`config.mk`:
```
export PLATFORM = sky130hd
export DESIGN_NAME = vga_timing_gen
export DESIGN_NICKNAME = d
export VERILOG_FILES = /design/src/rtl/vga_timing_gen.sv
export SDC_FILE = /design/constraint.sdc
export NUM_CORES = 1
export LEC_CHECK = 0
export CORE_AREA = 2 2 59 61
export CTS_CLUSTER_SIZE = 10
export DETAILED_ROUTE_END_ITERATION = 16
export DIE_AREA = 0 0 61 63
export HOLD_SLACK_MARGIN = 0.12
export PLACE_DENSITY = 0.78
export SYNTH_ARGS = -nofsm -noshare
export SYNTH_HDL_FRONTEND = slang
export SYNTH_SLANG_ARGS = --single-unit
```
`constraint.sdc`:
```
create_clock -name clk_in -period 2.9 [get_ports clk_in]
set_clock_uncertainty 0.2 [all_clocks]
set_input_delay 0.725 -clock clk_in [delete_from_list [all_inputs] [get_ports clk_in]]
set_output_delay 0.725 -clock clk_in [all_outputs]
set_load 0.02 [all_outputs]
```
`src/rtl/vga_timing_gen.sv`:
```
// 640x480@60 VGA raster timing: pixel divider, h/v counters, visible enable, delayed syncs.
// Optional 16-bit frame counter output is built when VGA_FRAME_COUNTER_EN is defined.
module vga_timing_gen #(
  parameter int CLK_DIV    = 4,
  parameter int H_VISIBLE  = 640,
  parameter int H_FRONT    = 16,
  parameter int H_SYNC     = 96,
  parameter int H_BACK     = 48,
  parameter int V_VISIBLE  = 480,
  parameter int V_FRONT    = 10,
  parameter int V_SYNC     = 2,
  parameter int V_BACK     = 33,
  parameter int SYNC_DELAY = 1
) (
  input  logic       clk_in,
  input  logic       rst_n,
  output logic [9:0] current_row,
  output logic [9:0] current_line,
  output logic       enable,
  output logic       hsync,
  output logic       vsync,
  output logic       pixel_tick,
`ifdef VGA_FRAME_COUNTER_EN
  output logic [15:0] frame_count,
`endif
  output logic       frame_start
);

  localparam int H_TOTAL = H_VISIBLE + H_FRONT + H_SYNC + H_BACK;
  localparam int V_TOTAL = V_VISIBLE + V_FRONT + V_SYNC + V_BACK;
  localparam int DIV_W   = (CLK_DIV > 1) ? $clog2(CLK_DIV) : 1;

  localparam logic [DIV_W-1:0] DIV_LAST = DIV_W'(CLK_DIV - 1);
  localparam logic [9:0] H_LAST   = 10'(H_TOTAL - 1);
  localparam logic [9:0] V_LAST   = 10'(V_TOTAL - 1);
  localparam logic [9:0] H_VIS    = 10'(H_VISIBLE);
  localparam logic [9:0] V_VIS    = 10'(V_VISIBLE);
  localparam logic [9:0] HS_START = 10'(H_VISIBLE + H_FRONT);
  localparam logic [9:0] HS_END   = 10'(H_VISIBLE + H_FRONT + H_SYNC);
  localparam logic [9:0] VS_START = 10'(V_VISIBLE + V_FRONT);
  localparam logic [9:0] VS_END   = 10'(V_VISIBLE + V_FRONT + V_SYNC);

  logic [DIV_W-1:0]    div_q, div_d;
  logic [9:0]          h_q, h_d;
  logic [9:0]          v_q, v_d;
  logic                tick;
  logic                frame_wrap;
  logic                en_q, pt_q, fs_q;
  logic                hs_raw_d, vs_raw_d;
  logic [SYNC_DELAY:0] hs_pipe_q, vs_pipe_q;
  logic [SYNC_DELAY+1:0] hs_shift, vs_shift;

  assign tick  = (div_q >= DIV_LAST);
  assign div_d = tick ? '0 : div_q + 1'b1;

  // Out-of-range counts (unreachable) fall back to 0 on the next tick.
  always_comb begin
    h_d        = h_q;
    v_d        = v_q;
    frame_wrap = 1'b0;
    if (tick) begin
      if (h_q >= H_LAST) begin
        h_d = '0;
        if (v_q >= V_LAST) begin
          v_d        = '0;
          frame_wrap = 1'b1;
        end else begin
          v_d = v_q + 10'd1;
        end
      end else begin
        h_d = h_q + 10'd1;
        if (v_q > V_LAST) v_d = '0;
      end
    end
  end

  // Syncs decode the next counter values so stage 0 lines up with the counters.
  assign hs_raw_d = !((h_d >= HS_START) && (h_d < HS_END));
  assign vs_raw_d = !((v_d >= VS_START) && (v_d < VS_END));
  assign hs_shift = {hs_pipe_q, hs_raw_d};
  assign vs_shift = {vs_pipe_q, vs_raw_d};

  always_ff @(posedge clk_in) begin
    if (!rst_n) begin
      div_q     <= '0;
      h_q       <= '0;
      v_q       <= '0;
      en_q      <= 1'b0;
      pt_q      <= 1'b0;
      fs_q      <= 1'b0;
      hs_pipe_q <= '1;
      vs_pipe_q <= '1;
    end else begin
      div_q     <= div_d;
      h_q       <= h_d;
      v_q       <= v_d;
      en_q      <= (h_d < H_VIS) && (v_d < V_VIS);
      pt_q      <= tick;
      fs_q      <= frame_wrap;
      hs_pipe_q <= hs_shift[SYNC_DELAY:0];
      vs_pipe_q <= vs_shift[SYNC_DELAY:0];
    end
  end

`ifdef VGA_FRAME_COUNTER_EN
  logic [15:0] fc_q;

  always_ff @(posedge clk_in) begin
    if (!rst_n)          fc_q <= '0;
    else if (frame_wrap) fc_q <= fc_q + 16'd1;
  end

  assign frame_count = fc_q;
`endif

  assign current_row  = h_q;
  assign current_line = v_q;
  assign enable       = en_q;
  assign pixel_tick   = pt_q;
  assign frame_start  = fs_q;
  assign hsync        = hs_pipe_q[SYNC_DELAY];
  assign vsync        = vs_pipe_q[SYNC_DELAY];

endmodule
```
# After elaboration in Yosys (flattened, before gate mapping)
# Index checks and enable logic that the tools add are counted.
[classes]
order_cmp = 10
muxes = 7
n_reduce_logical = 7
n_addsub = 3
bitwise = 1
[op_table]
columns = ["cell", "count"]
rows = [
  ["2-to-1 mux 10 bit", 6],
  ["greater-or-equal comparator 10 bit, second input constant", 3],
  ["adder 10 x 1 -> 10 bit, second input constant", 2],
  ["< comparator 10 bit, second input constant", 2],
  ["< comparator 10 x 9 -> 1 bit, second input constant", 2],
  ["greater-or-equal comparator 10 x 9 -> 1 bit, second input constant", 1],
  ["> comparator 10 bit, second input constant", 1],
  ["logical AND 1 bit", 3],
  ["AND reduction 3 bit", 1],
  ["adder 2 x 1 -> 2 bit, second input constant", 1],
  ["greater-or-equal comparator 2 bit, second input constant", 1],
  ["zero test 1 bit", 2],
  ["OR reduction 2 bit", 1],
  ["2-to-1 mux 1 bit", 1],
  ["NOT 1 bit", 1],
]
[totals]
input_bits = 2
register_bits = 29
wordCells = 36
out_inout_bits = 25

# Depth between registers and ports, before layout
[logic_depth]
word_depth = 7
mapped_depth = 8
depth_no_buf = 8

# Worst setup path before layout
# No wires, ideal clock.
[synth_path]
path_kind = "register -> register"
start = "reg v_q[8] (netlist: current_line[8])"
end = "reg vs_pipe_q[0]"
setup_slack_ps = 457
n_path_buf = 1
setup_ps = 138
required_ps = 2562
synth_period_minus_slack_ps = 2443
stages_incl_launch_ff = 8
t_arrival_ps = 2105
cell_sequence = "dfxtp_1 -> or4_1 -> o21a_2 -> buf_6 -> o32ai_2 -> a22oi_1 -> a2111oi_4 -> nand4_2"
[synth_between]
elab_chain_cells = 7
word_cells_on_any_way = 11
classes_between = "add/sub (1); order compare (4); mux (4); reduce/logical (2)"
[synth_rtl]
columns = ["element", "line_no", "rtl"]
rows = [
  ["start, declared", "45", "logic [9:0] v_q, v_d;"],
  ["start signal, assigned", "96", "v_q <= v_d;"],
  ["adder 10 x 1 -> 10 bit (tied with other cells)", "68", "v_d = v_q + 10'd1;"],
  ["2-to-1 mux 10 bit, on equally long branches", "64, 72", ""],
  ["2-to-1 mux 10 bit", "62", "if (h_q >= H_LAST) begin"],
  ["2-to-1 mux 10 bit (*)", "61", "if (tick) begin"],
  ["greater-or-equal comparator 10 x 9 -> 1 bit or < comparator 10 x 9 -> 1 bit (tied branches)", "79", "assign vs_raw_d = !((v_d >= VS_START) && (v_d < VS_END));"],
  ["logical AND 1 bit (*)", "79", ""],
  ["zero test 1 bit (*)", "79", ""],
  ["end signal, assigned", "101", "vs_pipe_q <= vs_shift[SYNC_DELAY:0];"],
  ["end, declared", "50", "logic [SYNC_DELAY:0] hs_pipe_q, vs_pipe_q;"],
]
# Mark *: on every way between the ends. The rest lies on a longest branch, timed or not.
# A chain may end at the register's enable or synchronous reset.

# Worst setup path in the final report
# Ends and elaborated chain as after synthesis.

==> flow_summary.yaml <==
outcome:
  status: "finished, final reports clean"
synthesis:
  syn_area_per_cell_um2: 8.56
  synthFlopType: "dfxtp_1"
  synth_seq_cells: 29
  syn_inst: 183
  syn-num-nets: 189
  synth-async-reset-ratio_pct: 0
  synthesis.area_um2: 1570
  ys_types: 48
  ys_seq_area_share_pct: 37.1
  yosys_warnings: 0
  synth_edf_count: 0
placement:
  dp_slack_ns: 0.280
  gp_congestion: 0.839
  port-buffer-count: 26
  hpwl_um: 2640
clock_network:
  clock-sinks: 29
  cts_buffers: 5
  cts.clk_slew.worst_paths_ns: 0.11
  cts_tree: "done"
  insertion_delay_ns: 0.33
  ctsHoldBuffers: 0
  post-cts-setup-buffers: 0
  cts_buffer_depth: 2
  htreeDepth: 2
  root_buffer: "clkbuf_4"
sta:
  min_period_over_period_pct: 90.5
  maxSlewViolCount: 0
  rsz0062_at_grt: "false"
  worst_slew_pin_slew_ns: 0.466
  fmax_ghz: 0.381
  period_minus_slack_ns: 2.62
  setup_ws_ns: 0.277
  setup_violations: 0
  whs_ns: 0.221
  tns_ns: 0
  finalHoldViolCount: 0
  slew_headroom_pct: 68.9
setup_path:
  crit_arrival_ns: 2.63
  path_buf_inv: 0
  startpoint_type: "flop"
  worstSetupEndpointType: "flop"
  cp_top_family: "simple AND/OR/NAND/NOR gates"
  crit_chain: "or4_1, o21a_2, nor3b_4, nand3b_2, a2111oi_4, nand4_2"
  worstSetupPathType: "flop to flop"
  worstPathRequired_ns: 2.90
  crit_path_max_fanout: 12
  slowest_delay_ns: 0.56
  slowest_stage: "or4_1"
route:
  vias: 1439
  drt_iter0_drc: 65
  first_pass_iters: 4
  routed_wl_um: 3570
  wl_per_cell_um: 13.9
  detail-route-antenna-nets: 0
  via_per_inst: 5.60
  drcViolationCount: 0
grt:
  antenna_found_initial: 0
  grt_max_degree: 20
  grt_pass1_wl_um: 5900
  grt_pass1_vias: 1255
  overflow: 0
  grt_usage_pct: 20.3
pwr:
  power_density_nw_per_um2: 356
  leakagePower_uw: 0.000669
  irDropWorstVdd_mv: 0.332
floorplanning:
  start_util_pct: 48.5
  die_w_um: 61
  core_um2: 3230
  rows: 21
  pin_count: 27
  die_height_um: 63
  die-area_um2: 3840
finish:
  fin_util_pct: 59.2
  area_delta_synth_final_pct: 22.2
  final_common_cell: "dfxtp_1"
  final_cell_mix: "29 x dfxtp_1, 26 x clkdlybuf4s50_1, 18 x nand2_1"
  diodes: 0
  nNetsFinal: 216
  drive_gt1_share_pct: 10.9
hold_path:
  hp-class: "flop to flop"
job:
  max-cap-violations: 0
## timing repair
| item | in CTS | in global routing |
|---|---|---|
| setup endpoints to repair | 0 | 1 |
| resized for setup | 0 | 1 |
| hold endpoints to repair | 0 | 0 |
## state kept, by name, indices dropped and copies added (netlist names)
register      count
vs_pipe_q         2
div_q             2
enable            1
current_line     10
pixel_tick        1
hs_pipe_q         2
current_row      10
frame_start       1
## per-stage QoR
step	total power, uW	std cells	instance area (um2)
3_5_place_dp	449	249	1860
6_report	682	257	1910
5_1_grt	711	257	1910
4_1_cts	690	257	1910
3_3_place_gp	446	249	1860
2_1_floorplan	436	183	1570
## worst paths after layout
check,cells past startpoint,from,to,slack (ns)
max reg2reg,6,current_line[8]$_SDFF_PN0_,vs_pipe_q[0]$_SDFF_PN1_,0.28
min reg2reg,1,hs_pipe_q[0]$_SDFF_PN1_,hs_pipe_q[1]$_SDFF_PN1_,0.22
min,1,hs_pipe_q[0]$_SDFF_PN1_,hs_pipe_q[1]$_SDFF_PN1_,0.22
max,6,current_line[8]$_SDFF_PN0_,vs_pipe_q[0]$_SDFF_PN1_,0.28
## cell type report
class                           count  area (um2)
Fill cell                         319        1320
Multi-Input combinational cell    141         923
Sequential cell                    29         581
Timing Repair Buffer               29         283
Tap cell                           46        57.6
Clock buffer                        5        37.5
Clock inverter                      3        17.5
Inverter                            4        15.0
## worst register-to-register path, cell delays in order (launching register included)
cell and delay, ns:
dfxtp_1 0.36, or4_1 0.56, o21a_2 0.33, nor3b_4 0.37, nand3b_2 0.18, a2111oi_4 0.40, nand4_2 0.10
## cells in the mapped netlist, drive strengths merged (3+ instances only)
library cell | instances | share of area (%)
dfxtp | 29 | 37
nand2 | 18 | 4.3
nor2 | 17 | 4.2
nand3 | 10 | 3.2
nor3 | 7 | 2.2
buf | 6 | 2.5
nand2b | 6 | 2.4
nand4 | 6 | 2.8
nor4 | 6 | 2.4
o21ai | 6 | 1.9
o32ai | 6 | 3.8
a21oi | 5 | 1.6
and2 | 5 | 2.0
nor2b | 5 | 2.0
xnor2 | 5 | 2.8
a21o | 4 | 1.9
ha | 4 | 3.2
inv | 4 | 0.96
xor2 | 4 | 2.2
a21boi | 3 | 1.4
a22oi | 3 | 1.4
clkbuf | 3 | 0.72
## where the power goes
part           internal, uW  switching, uW  total, uW
Combinational          14.8           17.1       31.9
Clock                  91.2            152        243
Sequential              404           3.36        407
Total                   510            172        682
## metal layers
layer / wire (um) / vias to the layer above / global-route usage [%]
met5: 0 / - / 0
met4: 38 / 0 / 5.16
met3: 180 / 5 / 6.00
met2: 1670 / 39 / 30.9
met1: 1690 / 680 / 27.9
li1: - / 715 / -
## cells by family (layout without fill, tap and decap cells)
family,Yosys count,in the layout,synth area share [%]
adders and majority gates,4,4,3.20
buffers and inverters,13,41,4.15
and+or+nand+nor,94,94,33.4
DFF,29,29,37.1
AOI/OAI and AO/OA,34,34,17.2
xor gates and xnor gates,9,9,5.03
Power figures use the tool's default switching activity.
